$ cat config.mk
export PLATFORM = sky130hd
export DESIGN_NAME = tdr_ring_seq
export DESIGN_NICKNAME = d
export VERILOG_FILES = /design/src/rtl/tdr_ring_seq.sv
export SDC_FILE = /design/constraint.sdc
export NUM_CORES = 1
export LEC_CHECK = 0
export CAP_MARGIN = 30
export CORE_ASPECT_RATIO = 2
export CORE_MARGIN = 5
export CORE_UTILIZATION = 33
export DETAILED_ROUTE_END_ITERATION = 8
export GPL_TIMING_DRIVEN = 0
export PLACE_DENSITY = 0.54
export REMOVE_ABC_BUFFERS = 1
export SKIP_CTS_REPAIR_TIMING = 1
export SKIP_LAST_GASP = 1
export SLEW_MARGIN = 20
export SYNTH_ARGS = -nofsm -noshare
export SYNTH_HDL_FRONTEND = slang
export SYNTH_SLANG_ARGS = --single-unit
export TNS_END_PERCENT = 20
$ cat constraint.sdc
create_clock -name clk -period 2.3 [get_ports clk]
set_input_delay 0.575 -clock clk [delete_from_list [all_inputs] [get_ports clk]]
set_output_delay 0.575 -clock clk [all_outputs]
set_load 0.005 [all_outputs]
$ cat src/rtl/tdr_ring_seq.sv
`timescale 1ns/1ps
// Purpose: sequences the TDR ring oscillator (arm, run window, freeze/drain) and counts its synchronised rising edges.
// Latency: done_o pulses win_len+SYNC_STAGES+3 cycles after an accepted start (1 cycle for a zero window).
// Backpressure: none; start_i is ignored while busy (no queuing), abort_i returns to IDLE without done_o.
module tdr_ring_seq #(
    parameter int CNT_W       = 16,
    parameter int WIN_W       = 12,
    parameter int SYNC_STAGES = 2
) (
    input  logic             clk,
    input  logic             rstb,
    input  logic             start_i,
    input  logic             abort_i,
    input  logic [WIN_W-1:0] win_len_i,
    input  logic             ring_i,
    output logic             ring_rstb_o,
    output logic             tsc_o,
    output logic             carry_b_o,
    output logic             re_o,
    output logic             busy_o,
    output logic             done_o,
    output logic [CNT_W-1:0] count_o,
    output logic             ovf_o
);

    localparam int HOLD_W = $clog2(SYNC_STAGES + 1);

    typedef enum logic [2:0] {
        S_IDLE,
        S_ARM,
        S_RUN,
        S_HOLD,
        S_DONE
    } state_t;

    state_t                 state;
    state_t                 state_nxt;
    logic [WIN_W-1:0]       win_cnt;
    logic [HOLD_W-1:0]      hold_cnt;
    logic [CNT_W-1:0]       edge_cnt;
    logic [CNT_W-1:0]       edge_cnt_nxt;
    logic [SYNC_STAGES-1:0] sync;
    logic                   sync_prev;
    logic                   rise;
    logic                   counting;
    logic                   accept;
    logic                   ovf_set;

    // Rising edge seen at the output of the synchroniser.
    assign rise     = sync[SYNC_STAGES-1] & ~sync_prev;
    // HOLD keeps counting so edges already inside the synchroniser are not lost.
    assign counting = (state == S_RUN) || (state == S_HOLD);
    assign accept   = (state == S_IDLE) && start_i;

    // Saturating edge counter update and overflow detection.
    always_comb begin
        edge_cnt_nxt = edge_cnt;
        ovf_set      = 1'b0;
        if (counting && rise) begin
            if (&edge_cnt) begin
                ovf_set = 1'b1;
            end else begin
                edge_cnt_nxt = edge_cnt + CNT_W'(1);
            end
        end
    end

    // Next-state decode; abort overrides any transition out of ARM/RUN/HOLD.
    always_comb begin
        state_nxt = state;
        case (state)
            S_IDLE: begin
                if (start_i) begin
                    state_nxt = (win_len_i == '0) ? S_DONE : S_ARM;
                end
            end
            S_ARM:  state_nxt = S_RUN;
            S_RUN:  if (win_cnt == WIN_W'(1)) state_nxt = S_HOLD;
            S_HOLD: if (hold_cnt == '0) state_nxt = S_DONE;
            S_DONE: state_nxt = S_IDLE;
            default: state_nxt = S_IDLE;
        endcase
        if (abort_i && ((state == S_ARM) || (state == S_RUN) || (state == S_HOLD))) begin
            state_nxt = S_IDLE;
        end
    end

    // ring_i synchroniser plus one delay flop for edge detection; runs in every state.
    always_ff @(posedge clk) begin
        if (!rstb) begin
            sync      <= '0;
            sync_prev <= 1'b0;
        end else begin
            sync      <= {sync[SYNC_STAGES-2:0], ring_i};
            sync_prev <= sync[SYNC_STAGES-1];
        end
    end

    // FSM state, counters and outputs; outputs are registered from the next state so they never glitch.
    always_ff @(posedge clk) begin
        if (!rstb) begin
            state       <= S_IDLE;
            win_cnt     <= '0;
            hold_cnt    <= '0;
            edge_cnt    <= '0;
            count_o     <= '0;
            ovf_o       <= 1'b0;
            done_o      <= 1'b0;
            busy_o      <= 1'b0;
            ring_rstb_o <= 1'b0;
            tsc_o       <= 1'b0;
            carry_b_o   <= 1'b0;
            re_o        <= 1'b0;
        end else begin
            state <= state_nxt;

            if (accept) begin
                win_cnt <= win_len_i;
            end else if (state == S_RUN) begin
                win_cnt <= win_cnt - WIN_W'(1);
            end

            // Loaded on HOLD entry so HOLD spans SYNC_STAGES+1 cycles.
            if ((state_nxt == S_HOLD) && (state != S_HOLD)) begin
                hold_cnt <= HOLD_W'(SYNC_STAGES);
            end else if (state == S_HOLD) begin
                hold_cnt <= hold_cnt - HOLD_W'(1);
            end

            if (accept) begin
                edge_cnt <= '0;
                ovf_o    <= 1'b0;
            end else begin
                edge_cnt <= edge_cnt_nxt;
                if (ovf_set) begin
                    ovf_o <= 1'b1;
                end
            end

            // Include any edge landing in the final HOLD cycle in the reported count.
            if (state_nxt == S_DONE) begin
                count_o <= (state == S_IDLE) ? '0 : edge_cnt_nxt;
            end

            done_o      <= (state_nxt == S_DONE);
            busy_o      <= (state_nxt != S_IDLE);
            ring_rstb_o <= (state_nxt == S_ARM) || (state_nxt == S_RUN) || (state_nxt == S_HOLD);
            tsc_o       <= (state_nxt == S_RUN);
            carry_b_o   <= (state_nxt == S_RUN) || (state_nxt == S_HOLD);
            re_o        <= (state_nxt == S_HOLD);
        end
    end

endmodule

* Word level (Yosys, flattened, before mapping)
Cells that the tools add are included.
Operators by class: bitwise operators 3, $add $sub $neg 3, reductions and logical operators 19, eq/ne operators 9, mux-type cells 15
Operator list (number):
- 16-bit two-way mux | 3
- 12-bit two-way mux | 2
- 16-bit by 1-bit adder with 16-bit output (second input constant) | 1
- 16-bit AND reduction | 1
- 3-bit two-way mux | 5
- 12-bit by 1-bit == test with 1-bit output (second input constant) | 1
- 3-bit by 2-bit == test with 1-bit output (second input constant) | 4
- 12-bit zero test | 1
- 3-bit case mux with 4 select lines | 1
- 12-bit by 1-bit subtractor with 12-bit output (second input constant) | 1
- 3-bit by 1-bit == test with 1-bit output (second input constant) | 2
- 1-bit logical OR | 6
- 1-bit logical AND | 4
- 2-bit two-way mux | 2
- 2-bit nonzero test | 2
- 2-bit OR reduction | 2
- 3-bit == test (second input constant) | 1
- 3-bit zero test | 1
- 3-bit by 2-bit inequality test with 1-bit output (second input constant) | 1
- 3-bit nonzero test | 1
- 2-bit zero test | 1
- 1-bit two-way mux | 2
- 1-bit NOT | 2
- 2-bit by 1-bit subtractor with 2-bit output (second input constant) | 1
- 1-bit AND | 1
Storage, ports and cells: bits in registers 59, output and inout port bits 23, input port bits 17, word-level logic and storage cells 64

* Logic depth before layout (Yosys ltp)
Gate-level depths: netlist of the first run.
word-level depth 8, gate-level depth with buffers 8, depth with buffers taken out 7

* Worst setup path before layout of the first run
No wires, ideal clock.
path kind register to register, start register edge_cnt[1], end register count_o[0], slack 0.253 ns, setup time 0.127 ns, cell stages (with the launch flop) 7, required time 2.173 ns, clock period less this slack 2.047 ns, buffers on the path 0, arrival 1.920 ns, path through dfxtp_1 -> ha_1 -> nand3_1 -> or4_4 -> o21ai_0 -> xor2_1 -> o21ai_0
Between the ends: longest elaborated chain between the ends 4
RTL lines:
- start: declaration | RTL line 40 | logic [CNT_W-1:0] edge_cnt;
- start signal: assignment | RTL line 134 | edge_cnt <= edge_cnt_nxt;
- 16-bit AND reduction | RTL line 60 | if (&edge_cnt) begin
- 16-bit two-way mux | RTL line 60
- 16-bit two-way mux | RTL line 59 | if (counting && rise) begin
- 16-bit two-way mux | RTL line 142 | count_o <= (state == S_IDLE) ? '0 : edge_cnt_nxt;
- end signal: assignment | RTL line 142
- end: declaration | RTL line 22 | output logic [CNT_W-1:0] count_o,
Every way passes these cells. A chain may end at the register's enable or synchronous reset.

* Worst setup path after layout of the first run
start input win_len_i[0], end register busy_o
Between the ends: longest elaborated chain between the ends 6
RTL lines:
- start: declaration | RTL line 14 | input logic [WIN_W-1:0] win_len_i,
- 12-bit zero test | RTL line 74 | state_nxt = (win_len_i == '0) ? S_DONE : S_ARM;
- 3-bit two-way mux | RTL line 74
- 3-bit two-way mux | RTL line 73 | if (start_i) begin
- 3-bit case mux with 4 select lines | RTL line 71 | case (state)
- 3-bit two-way mux | RTL line 83 | if (abort_i && ((state == S_ARM) || (state == S_RUN) || (state == S_HOLD))) begin
- 3-bit nonzero test | RTL line 146 | busy_o <= (state_nxt != S_IDLE);
- end signal: assignment | RTL line 146
- end: declaration | RTL line 20 | output logic busy_o,
Every way passes these cells.

==> metrics.txt, run 1 <==
type of origin of the critical path input pin; Detailed Routing Iterations Pass 1 4; worst vdd ir 460 uV; Residual DRC 0; Top FF cell, synth dfxtp_1; pin count of the biggest net entering global routing 18; unique cell type count in the Yosys netlist 50; max-slew violations 0; post-synthesis sequential element count between 50 and 60; port bufs 39; Tot GR Track Use 0.146; Area growth syn-to-layout 31.1%; maxcap violations 0; Fin. Hold Viols 0; wire length per cell 15.7 microns; Int Pwr 0.00192 W; clock root buffer clkbuf_16; Net Sw Frac 0.230; Power Dens Cells ~720 mW/mm^2; Rel. slew slack 0.565; post-route ant nets 0; Die W around 73 microns; Tcrit/Tclk final 0.987; Ys Warns 0; Required @ worst endpoint approximately 2.5 ns; fraction of layout cells with a size suffix above 1 0.110; Worst-path clk slew roughly 0.05 ns; Detail Placement HPWL between 5 and 6 mm; synthesized netlist cell count 301; Core Box Area between 0.007 and 0.008 sq mm; Hold Worst Slack about 0.43 ns; vias in the first global route 2299; Comb pwr share 0.073; clk sinks just under 60; Routed WL a little under 7 mm; Max FO, Critical Path 4; number of I/O pins 40; clk_lat worst skew 0.33 ns; Overflow after GRT 0; RSZ-0062 raised after global routing yes; endpoint class of the critical path register; P_sw between 0.0005 and 0.0006 W; final-layout fill cell count between 700 and 800; Async S/R FF share, synth 0; TritonCTS clock tree built; Setup Viol. Count Final 0; commonest non-fill, non-tap cell in the layout dfxtp_1; worst-margin pin slew around 0.65 ns; register area share after synthesis 0.449; initial antenna violation count 0; Die Y 136 microns; vias per std cell about 5.5; Sequential Power Share 0.432; # diodes 0; first-pass GRT wire length 10.9 mm; Post-synth EDFFs 0; synthesized area ~0.0026 sq mm; Nets between 300 and 400; most frequent cells in the layout 59 x dfxtp_1, 39 x clkdlybuf4s50_1, 32 x nand2_1; die area about 0.01 sq mm; initial DRC count 184; status complete, no violations; static leakage approximately 1.2 nW; Overall Power about 0.0025 W; GP Congestion 0.849; Rows between 40 and 50; Clock power frac 0.494; clock buffer depth 2; depth of the CTS H-tree 3; Initial Util 0.334; CP Class in2reg; Post-Route Skew approximately 0.0053 ns; post-synthesis area per instance a little under 9 sq um; Fmax roughly 0.44 GHz; crit path time final between 2 and 2.5 ns; routed vias around 2400; CP arrival roughly 2.5 ns; TritonCTS Buffers 9; Tightest Hold Check Type reg2reg
==> worst max-delay path: stages <==
cell	delay [ns]
clkdlybuf4s50_1	0.44
nor4_2	0.36
a31oi_1	0.17
o311a_1	0.45
or2_2	0.30
o21a_1	0.19
==> synth_stat cells (all sizes together) (4+ instances only) <==
cell	n	area, sq um
a21oi	18	90.1
a22o	5	43.8
a31oi	8	50.1
and2	9	56.3
and3	5	32.5
and4	4	35.0
buf	5	25.0
clkbuf	8	30.0
dfxtp	59	1180
ha	4	50.1
inv	9	33.8
nand2	32	120
nand3	14	75.1
nand4	8	50.1
nor2	25	93.8
nor2b	5	31.3
nor3	11	55.1
nor4	9	56.3
o21ai	12	60.1
xnor2	7	61.3
==> final timing paths <==
| kind | start | to | slack, ns | cells past startpoint |
|---|---|---|---|---|
| min reg2reg | sync[0] | sync[1] | 0.43 | 1 |
| min | sync[0] | sync[1] | 0.43 | 1 |
| max | win_len_i[0] | busy_o | 0.03 | 6 |
| max reg2reg | state[1] | count_o[8] | 0.12 | 6 |
==> cells by family after synthesis <==
kind of cell             Yosys count  share of synthesized area
flip-flops                        59                      0.449
buffers and inverters             22                     0.0338
XOR/XNOR                           8                     0.0266
multiplexers                       3                     0.0124
adder cells (fa/ha/maj)            4                     0.0190
AO/OA/AOI/OAI                     65                      0.161
AND/OR/NAND/NOR                  140                      0.298
==> stage by stage <==
step	TNS, ns	util	cells	setup slack (ns)	cell area (sq um)
after floorplan	0	-	288	0.0477	2570
after global placement	-26.09	0.391	423	-0.959	3090
after detailed placement	-16.74	0.393	424	-0.519	3100
after CTS	-4.17	0.428	440	-0.291	3370
after global routing	-0.0953	0.437	441	-0.0616	3450
final	0	0.437	441	0.0293	3450
==> area by class of cell <==
cell class,instances,area (sq um),area share
Tap cell,96,120,0.0348
Clock inverter,2,10.0,0.00290
Multi-Input combinational cell,220,1440,0.417
Clock buffer,14,264,0.0766
Sequential cell,59,1180,0.343
Timing Repair Buffer,41,403,0.117
Inverter,9,33.8,0.00980
==> state kept, by name (all words and copies together), names as in the netlist <==
register / flops
state: 3
tsc_o: 1
hold_cnt: 2
count_o: 16
busy_o: 1
sync_prev: 1
sync: 2
carry_b_o: 1
ovf_o: 1
win_cnt: 12
re_o: 1
edge_cnt: 16
ring_rstb_o: 1
done_o: 1
==> power groups by stage <==
stage / clock network [W] / registers [W] / logic [W]
finish: 0.00123 / 0.00108 / 0.000183
floorplan: 0 / 0.00109 / 0.0000999
global placement: 0 / 0.00110 / 0.000174
global route: 0.00131 / 0.00108 / 0.000204
detailed placement: 0 / 0.00110 / 0.000179
CTS: 0.00126 / 0.00108 / 0.000180
==> per-layer routing <==
metal,up-vias,track usage,wire length (microns)
li1,1182,-,-
met1,1131,0.141,2560
met2,74,0.263,3690
met3,20,0.0385,358
met4,0,0.0934,302
met5,-,0,0
Power figures use the tool's default switching activity.
==> inputs of run 2 (changes only) <==
--- a/config.mk
+++ b/config.mk
@@ -10,6 +10,7 @@
 export CORE_MARGIN = 5
 export CORE_UTILIZATION = 33
 export DETAILED_ROUTE_END_ITERATION = 8
+export GPL_ROUTABILITY_DRIVEN = 0
 export GPL_TIMING_DRIVEN = 0
 export PLACE_DENSITY = 0.54
 export REMOVE_ABC_BUFFERS = 1
==> results of run 2 <==
Final layout, timing and power as in run 1 (identical DEF).
==> inputs of run 3 (changes only) <==
--- a/config.mk
+++ b/config.mk
@@ -16,7 +16,6 @@
 export REMOVE_ABC_BUFFERS = 1
 export SKIP_CTS_REPAIR_TIMING = 1
 export SKIP_LAST_GASP = 1
-export SLEW_MARGIN = 20
 export SYNTH_ARGS = -nofsm -noshare
 export SYNTH_HDL_FRONTEND = slang
 export SYNTH_SLANG_ARGS = --single-unit
==> run 3 against run 2 <==
Net effect:
- clock skew is 0.0014 ns lower
- register-to-register slack got worse by 0.07 ns
- die area stayed put
- global-route usage decreased by 0.39 points
- first-iteration DRC count is 45% lower
- clock power shrank 7%
- largest cell class unchanged
- largest power group unchanged
==> metrics.txt, run 3 (same netlist as run 1, synthesis figures left out) <==
clock buffer depth 2 (unchanged); port bufs 39 (unchanged); static leakage 1.15 nW (was 1.19 nW); Area growth syn-to-layout 28.9% (was 31.1%); type of origin of the critical path input pin (unchanged); first-pass GRT wire length 10.6 mm (was 10.9 mm); endpoint class of the critical path register (unchanged); Overall Power 0.00239 W (was 0.00250 W); vias per std cell 5.46 (about the same); fin util 0.430 (was 0.437); Tot GR Track Use 0.142 (was 0.146); max-slew violations 0 (unchanged); commonest non-fill, non-tap cell in the layout dfxtp_1 (unchanged); RSZ-0062 raised after global routing yes (unchanged); status complete, no violations (unchanged); most frequent cells in the layout 59 x dfxtp_1, 39 x clkdlybuf4s50_1, 32 x nand2_1 (unchanged); Worst Setup SP win_len_i[3] (was win_len_i[0]); Power Dens Cells 706 mW/mm^2 (was 724 mW/mm^2); clk sinks 59 (unchanged); Worst-path clk slew 0.05 ns (about the same); maxcap violations 0 (unchanged); crit path setup slack, layout 0.0226 ns (was 0.0293 ns); post-route ant nets 0 (unchanged); Required @ worst endpoint 2.51 ns (was 2.52 ns); pin count of the biggest net entering global routing 18 (unchanged); crit path time final 2.28 ns (was 2.27 ns); R2R Path End count_o[2] (was count_o[8]); Nets 361 (unchanged); Detail Placement HPWL 5.03 mm (about the same); flop2flop setup slack 0.05 ns (was 0.12 ns); Post-Route Skew 0.00391 ns (was 0.00530 ns); Residual DRC 0 (unchanged); Initial Util 0.334 (unchanged); die area 0.00996 sq mm (unchanged); Routed WL 6.79 mm (was 6.91 mm); clk_lat worst skew 0.33 ns (about the same); depth of the CTS H-tree 3 (unchanged); RR Startpoint edge_cnt[1] (was state[1]); worst vdd ir 371 uV (was 460 uV); Tightest Hold Check Type reg2reg (unchanged); number of I/O pins 40 (unchanged); Fmax 0.439 GHz (was 0.440 GHz); Setup crit end busy_o (unchanged); Fin. Hold Viols 0 (unchanged); Core Box Area 0.00789 sq mm (unchanged); fraction of layout cells with a size suffix above 1 0.0933 (was 0.110); Rows 46 (unchanged); CP Class in2reg (unchanged); TritonCTS clock tree built (unchanged); final-layout fill cell count 803 (was 774); Tcrit/Tclk final 0.990 (was 0.987); Overflow after GRT 0 (unchanged); Setup Viol. Count Final 0 (unchanged); initial antenna violation count 0 (unchanged); clock root buffer clkbuf_16 (unchanged); Detailed Routing Iterations Pass 1 4 (unchanged); routed vias 2397 (was 2407); TritonCTS Buffers 9 (unchanged); # diodes 0 (unchanged); worst-margin pin slew 0.680 ns (was 0.651 ns); initial DRC count 101 (was 184); Die Y 136 microns (unchanged); Die W 73.1 microns (unchanged); Setup WS pre-CTS -0.452 ns (was -0.519 ns); Rel. slew slack 0.543 (was 0.565); CP arrival 2.49 ns (about the same); worst-case reg-to-reg path depth 6 (unchanged); TNS Setup 0 ns (unchanged); biggest regs count_o: 16 flops, edge_cnt: 16 flops, win_cnt: 12 flops (unchanged); wire length per cell 15.5 microns (was 15.7 microns); Max FO, Critical Path 4 (unchanged); vias in the first global route 2269 (was 2299)
[run 3: cell count changes in the layout (fill, tap and decap cells not counted), sizes merged]
cell and change:
buf -1, clkinv -2, clkdlybuf4s18 +1
[run 3: through the flow]
stage	cells	area (sq um)	hold WS, ns
2_1_floorplan	288	2570	0.412
3_3_place_gp	423	3090	0.426
3_5_place_dp	425	3100	0.425
4_1_cts	439	3350	0.436
5_1_grt	439	3390	0.440
6_report	439	3390	0.431
[run 3: worst max-delay path, cell delays in order]
cell             delay [ns]
clkdlybuf4s50_1        0.44
nor4_1                 0.37
a31oi_1                0.17
o311a_1                0.45
or2_2                  0.30
o21a_1                 0.19
[run 3: layout make-up]
class | instances | area, sq um | share of cell area
Inverter | 9 | 33.8 | 0.00996
Multi-Input combinational cell | 220 | 1400 | 0.414
Timing Repair Buffer | 41 | 408 | 0.120
Clock buffer | 14 | 244 | 0.0720
Sequential cell | 59 | 1180 | 0.348
Tap cell | 96 | 120 | 0.0354
[run 3: how the worst min path moves through the flow]
stage | depth (start not counted) | startpoint | endpoint | slack [ns]
2_1_floorplan | 1 | sync[0] | sync[1] | 0.41
3_3_place_gp | 1 | sync[0] | sync[1] | 0.43
3_5_place_dp | 1 | sync[0] | sync[1] | 0.43
4_1_cts | 1 | sync[0] | sync[1] | 0.44
5_1_grt | 1 | sync[0] | sync[1] | 0.44
6_report | 1 | sync[0] | sync[1] | 0.43
[run 3: where the power goes]
part | internal [W] | switching (W)
Sequential | 0.00105 | 0.0000277
Combinational | 0.0000874 | 0.0000925
Clock | 0.000716 | 0.000420
Total | 0.00185 | 0.000540
[run 3: layer usage]
layer | track usage | vias to the layer above | share of wire | routed length, microns
met5 | 0 | - | 0 | 0
met3 | 0.0407 | 16 | 0.053 | 360
li1 | - | 1178 | - | -
met1 | 0.133 | 1138 | 0.37 | 2510
met4 | 0.0811 | 0 | 0.029 | 195
met2 | 0.263 | 65 | 0.55 | 3730
==> edit, RTL diff (flow settings as in run 2) <==
Re-encode `state_t` (5 states) as one-hot, 5 bits wide.
--- a/src/rtl/tdr_ring_seq.sv
+++ b/src/rtl/tdr_ring_seq.sv
@@ -27,8 +27,8 @@
 
-    typedef enum logic [2:0] {
-        S_IDLE,
-        S_ARM,
-        S_RUN,
-        S_HOLD,
-        S_DONE
+    typedef enum logic [4:0] {
+        S_IDLE = 5'b00001,
+        S_ARM  = 5'b00010,
+        S_RUN  = 5'b00100,
+        S_HOLD = 5'b01000,
+        S_DONE = 5'b10000
     } state_t;
Behaviour: same outputs for any inputs over 10 cycles, from zero or initial values and one cycle with rstb low; not proved beyond that.
==> edit against run 2 <==
Sequential cell count is 2 higher. Critical path depth is 1 higher. Register-to-register slack worse by 0.05 ns. Routed wire length is 1.5% lower. Total power is 3.6% higher. Via count is 2.4% lower. Cell area is 0.91% higher. Synthesized area is 2.5% higher. Setup slack better by 0.015 ns. Core utilization is 0.077 points higher. Largest cell class unchanged.
==> edit: results (changes against run 2) <==
| Parameter | This run | vs run 2 |
| --- | --- | --- |
| Number of library cell types mapped by synthesis | 56 | was 50 |
| Synth warn | 0 | unchanged |
| GR met3 Demand/Resource | 0.03506 | was 0.03849 |
| Root buf cell | sky130_fd_sc_hd__clkbuf_16 | unchanged |
| Final net count | 358 | was 361 |
| Number of violations reported at the end of detailed-routing iteration 0 | 106 | was 184 |
| Via-per-instance ratio | 5.375 | was 5.458 |
| Final Routed Wirelength | 6806 µm | was 6908 µm |
| Global-route usage over all layers | 0.1437 | was 0.1460 |
| Global routing met1 resource utilization | 0.1374 | was 0.1407 |
| Final cell count without fillers | 437 | was 441 |
| Share of the yosys chip area belonging to registers | 0.4529 | was 0.4491 |
| Worst-Margin Slew | 0.6553 ns | was 0.6512 ns |
| Clock skew after layout | 0.005931 ns | was 0.005297 ns |
| Post-Route M1 WL | 2396 µm | was 2555 µm |
| HPWL after DPL | 5134 µm | was 5026 µm |
| Dpl ws | -0.8245 ns | was -0.5191 ns |
| Commonest cells in the synthesized netlist | sky130_fd_sc_hd__dfxtp_1 (61), sky130_fd_sc_hd__nor2_1 (33), sky130_fd_sc_hd__a21oi_1 (16) | was sky130_fd_sc_hd__dfxtp_1 (59), sky130_fd_sc_hd__nand2_1 (32), sky130_fd_sc_hd__nor2_1 (25) |
| Internal Pwr Total | 0.001991 W | was 0.001923 W |
| Fraction of final layout cells sized beyond drive strength 1 | 0.09091 | was 0.1101 |
| TritonCTS buffer count | 9 | unchanged |
| Cell types occupying the most area after synthesis | sky130_fd_sc_hd__dfxtp_1 (45%), sky130_fd_sc_hd__nor2_1 (4.6%), sky130_fd_sc_hd__o2bb2ai_1 (4.2%), sky130_fd_sc_hd__xnor2_1 (4.2%), sky130_fd_sc_hd__a21oi_1 (3.0%) | was sky130_fd_sc_hd__dfxtp_1 (45%), sky130_fd_sc_hd__nand2_1 (4.6%), sky130_fd_sc_hd__nor2_1 (3.6%), sky130_fd_sc_hd__a21oi_1 (3.4%), sky130_fd_sc_hd__nand3_1 (2.5%) |
| Instance count of the mapped netlist | 295 | was 301 |
| Crit Path Max Fanout | 13 | was 4 |
| GR Layer Usage met2 | 0.2742 | was 0.2627 |
| WL met3 | 305 µm | was 358 µm |
| Largest registers in the final layout | count_o: 16 flops, edge_cnt: 16 flops, win_cnt: 12 flops | unchanged |
| Number of global-route vias before repair | 2,233 | was 2,299 |
| Max IR drop VDD | 0.3877 mV | was 0.4597 mV |
| Leakage component of the power | 1.217 nW | was 1.191 nW |
| Wire length of the first global-routing pass | 10,920 µm | was 10,850 µm |
| Detailed route wirelength on metal2 | 3970 µm | was 3692 µm |
| Filler Cell Count | 800 | was 774 |
| Number of placed instances, taps included | 420 | was 424 |
| Run status | completed | unchanged |
[edit: changes by cell type in the layout (fill, tap and decap cells not counted), moves of 4 or more]
cell                        change
sky130_fd_sc_hd__o21ai_0        -8
sky130_fd_sc_hd__nor4_1         +6
sky130_fd_sc_hd__o2bb2ai_1     +13
sky130_fd_sc_hd__o211ai_1       +7
sky130_fd_sc_hd__nand2_1       -20
sky130_fd_sc_hd__xnor2_1        +6
sky130_fd_sc_hd__nor2_1         +9
sky130_fd_sc_hd__and2_1         -4
sky130_fd_sc_hd__a31oi_1        -6
[edit: cell families (layout without fill, tap and decap cells)]
family / count (synthesis) / in the layout / synth area share
mux: 4 / 4 / 0.01485
compound gates: 58 / 58 / 0.1536
simple gates: 132 / 132 / 0.2789
buf+inv: 23 / 69 / 0.03898
flops: 61 / 61 / 0.4529
xor+xnor: 13 / 13 / 0.04223
fa+ha+maj: 4 / 4 / 0.01856
[edit: power by group through the flow]
stage	clock [W]	sequential [W]	combinational, W
final	0.00126	0.00111	0.000218
after global routing	0.00132	0.00111	0.000241
after CTS	0.00128	0.00111	0.000213
after detailed placement	0	0.00113	0.000212
after global placement	0	0.00113	0.000207
after floorplan	0	0.00113	0.000125
[edit: layout make-up]
type                            count  area [µm²]  share of cell area
Clock buffer                       14       274.0             0.07875
Tap cell                           96       120.1             0.03452
Clock inverter                      1       5.005            0.001438
Timing Repair Buffer               42       416.7              0.1197
Multi-Input combinational cell    211        1398              0.4017
Inverter                           12       45.04             0.01294
Sequential cell                    61        1221              0.3510
[edit: path summary, 6_finish.rpt]
kind | start | to | slack [ns]
min reg2reg | sync[0]$_SDFF_PN0_ | sync[1]$_SDFF_PN0_ | 0.43
max | win_len_i[0] | count_o[14]$_SDFFE_PN0P_ | 0.04
min | sync[0]$_SDFF_PN0_ | sync[1]$_SDFF_PN0_ | 0.43
max reg2reg | edge_cnt[6]$_SDFF_PP0_ | count_o[11]$_SDFFE_PN0P_ | 0.07
[edit: critical path, cell delays in order]
cell and delay (ns):
sky130_fd_sc_hd__clkdlybuf4s50_1 0.43, sky130_fd_sc_hd__nor4_1 0.35, sky130_fd_sc_hd__nand3_1 0.16, sky130_fd_sc_hd__o22ai_1 0.30, sky130_fd_sc_hd__a31oi_2 0.19, sky130_fd_sc_hd__buf_6 0.19
sky130_fd_sc_hd__a2bb2o_1 0.27
[edit: per-stage QoR]
stage          area (µm²)  setup TNS (ns)  total power, W
2_1_floorplan        2636               0        0.001251
3_3_place_gp         3147          -16.84        0.001340
3_5_place_dp         3164          -11.64        0.001344
4_1_cts              3443          -6.229        0.002608
5_1_grt              3480         -0.4991        0.002676
6_report             3480               0        0.002585
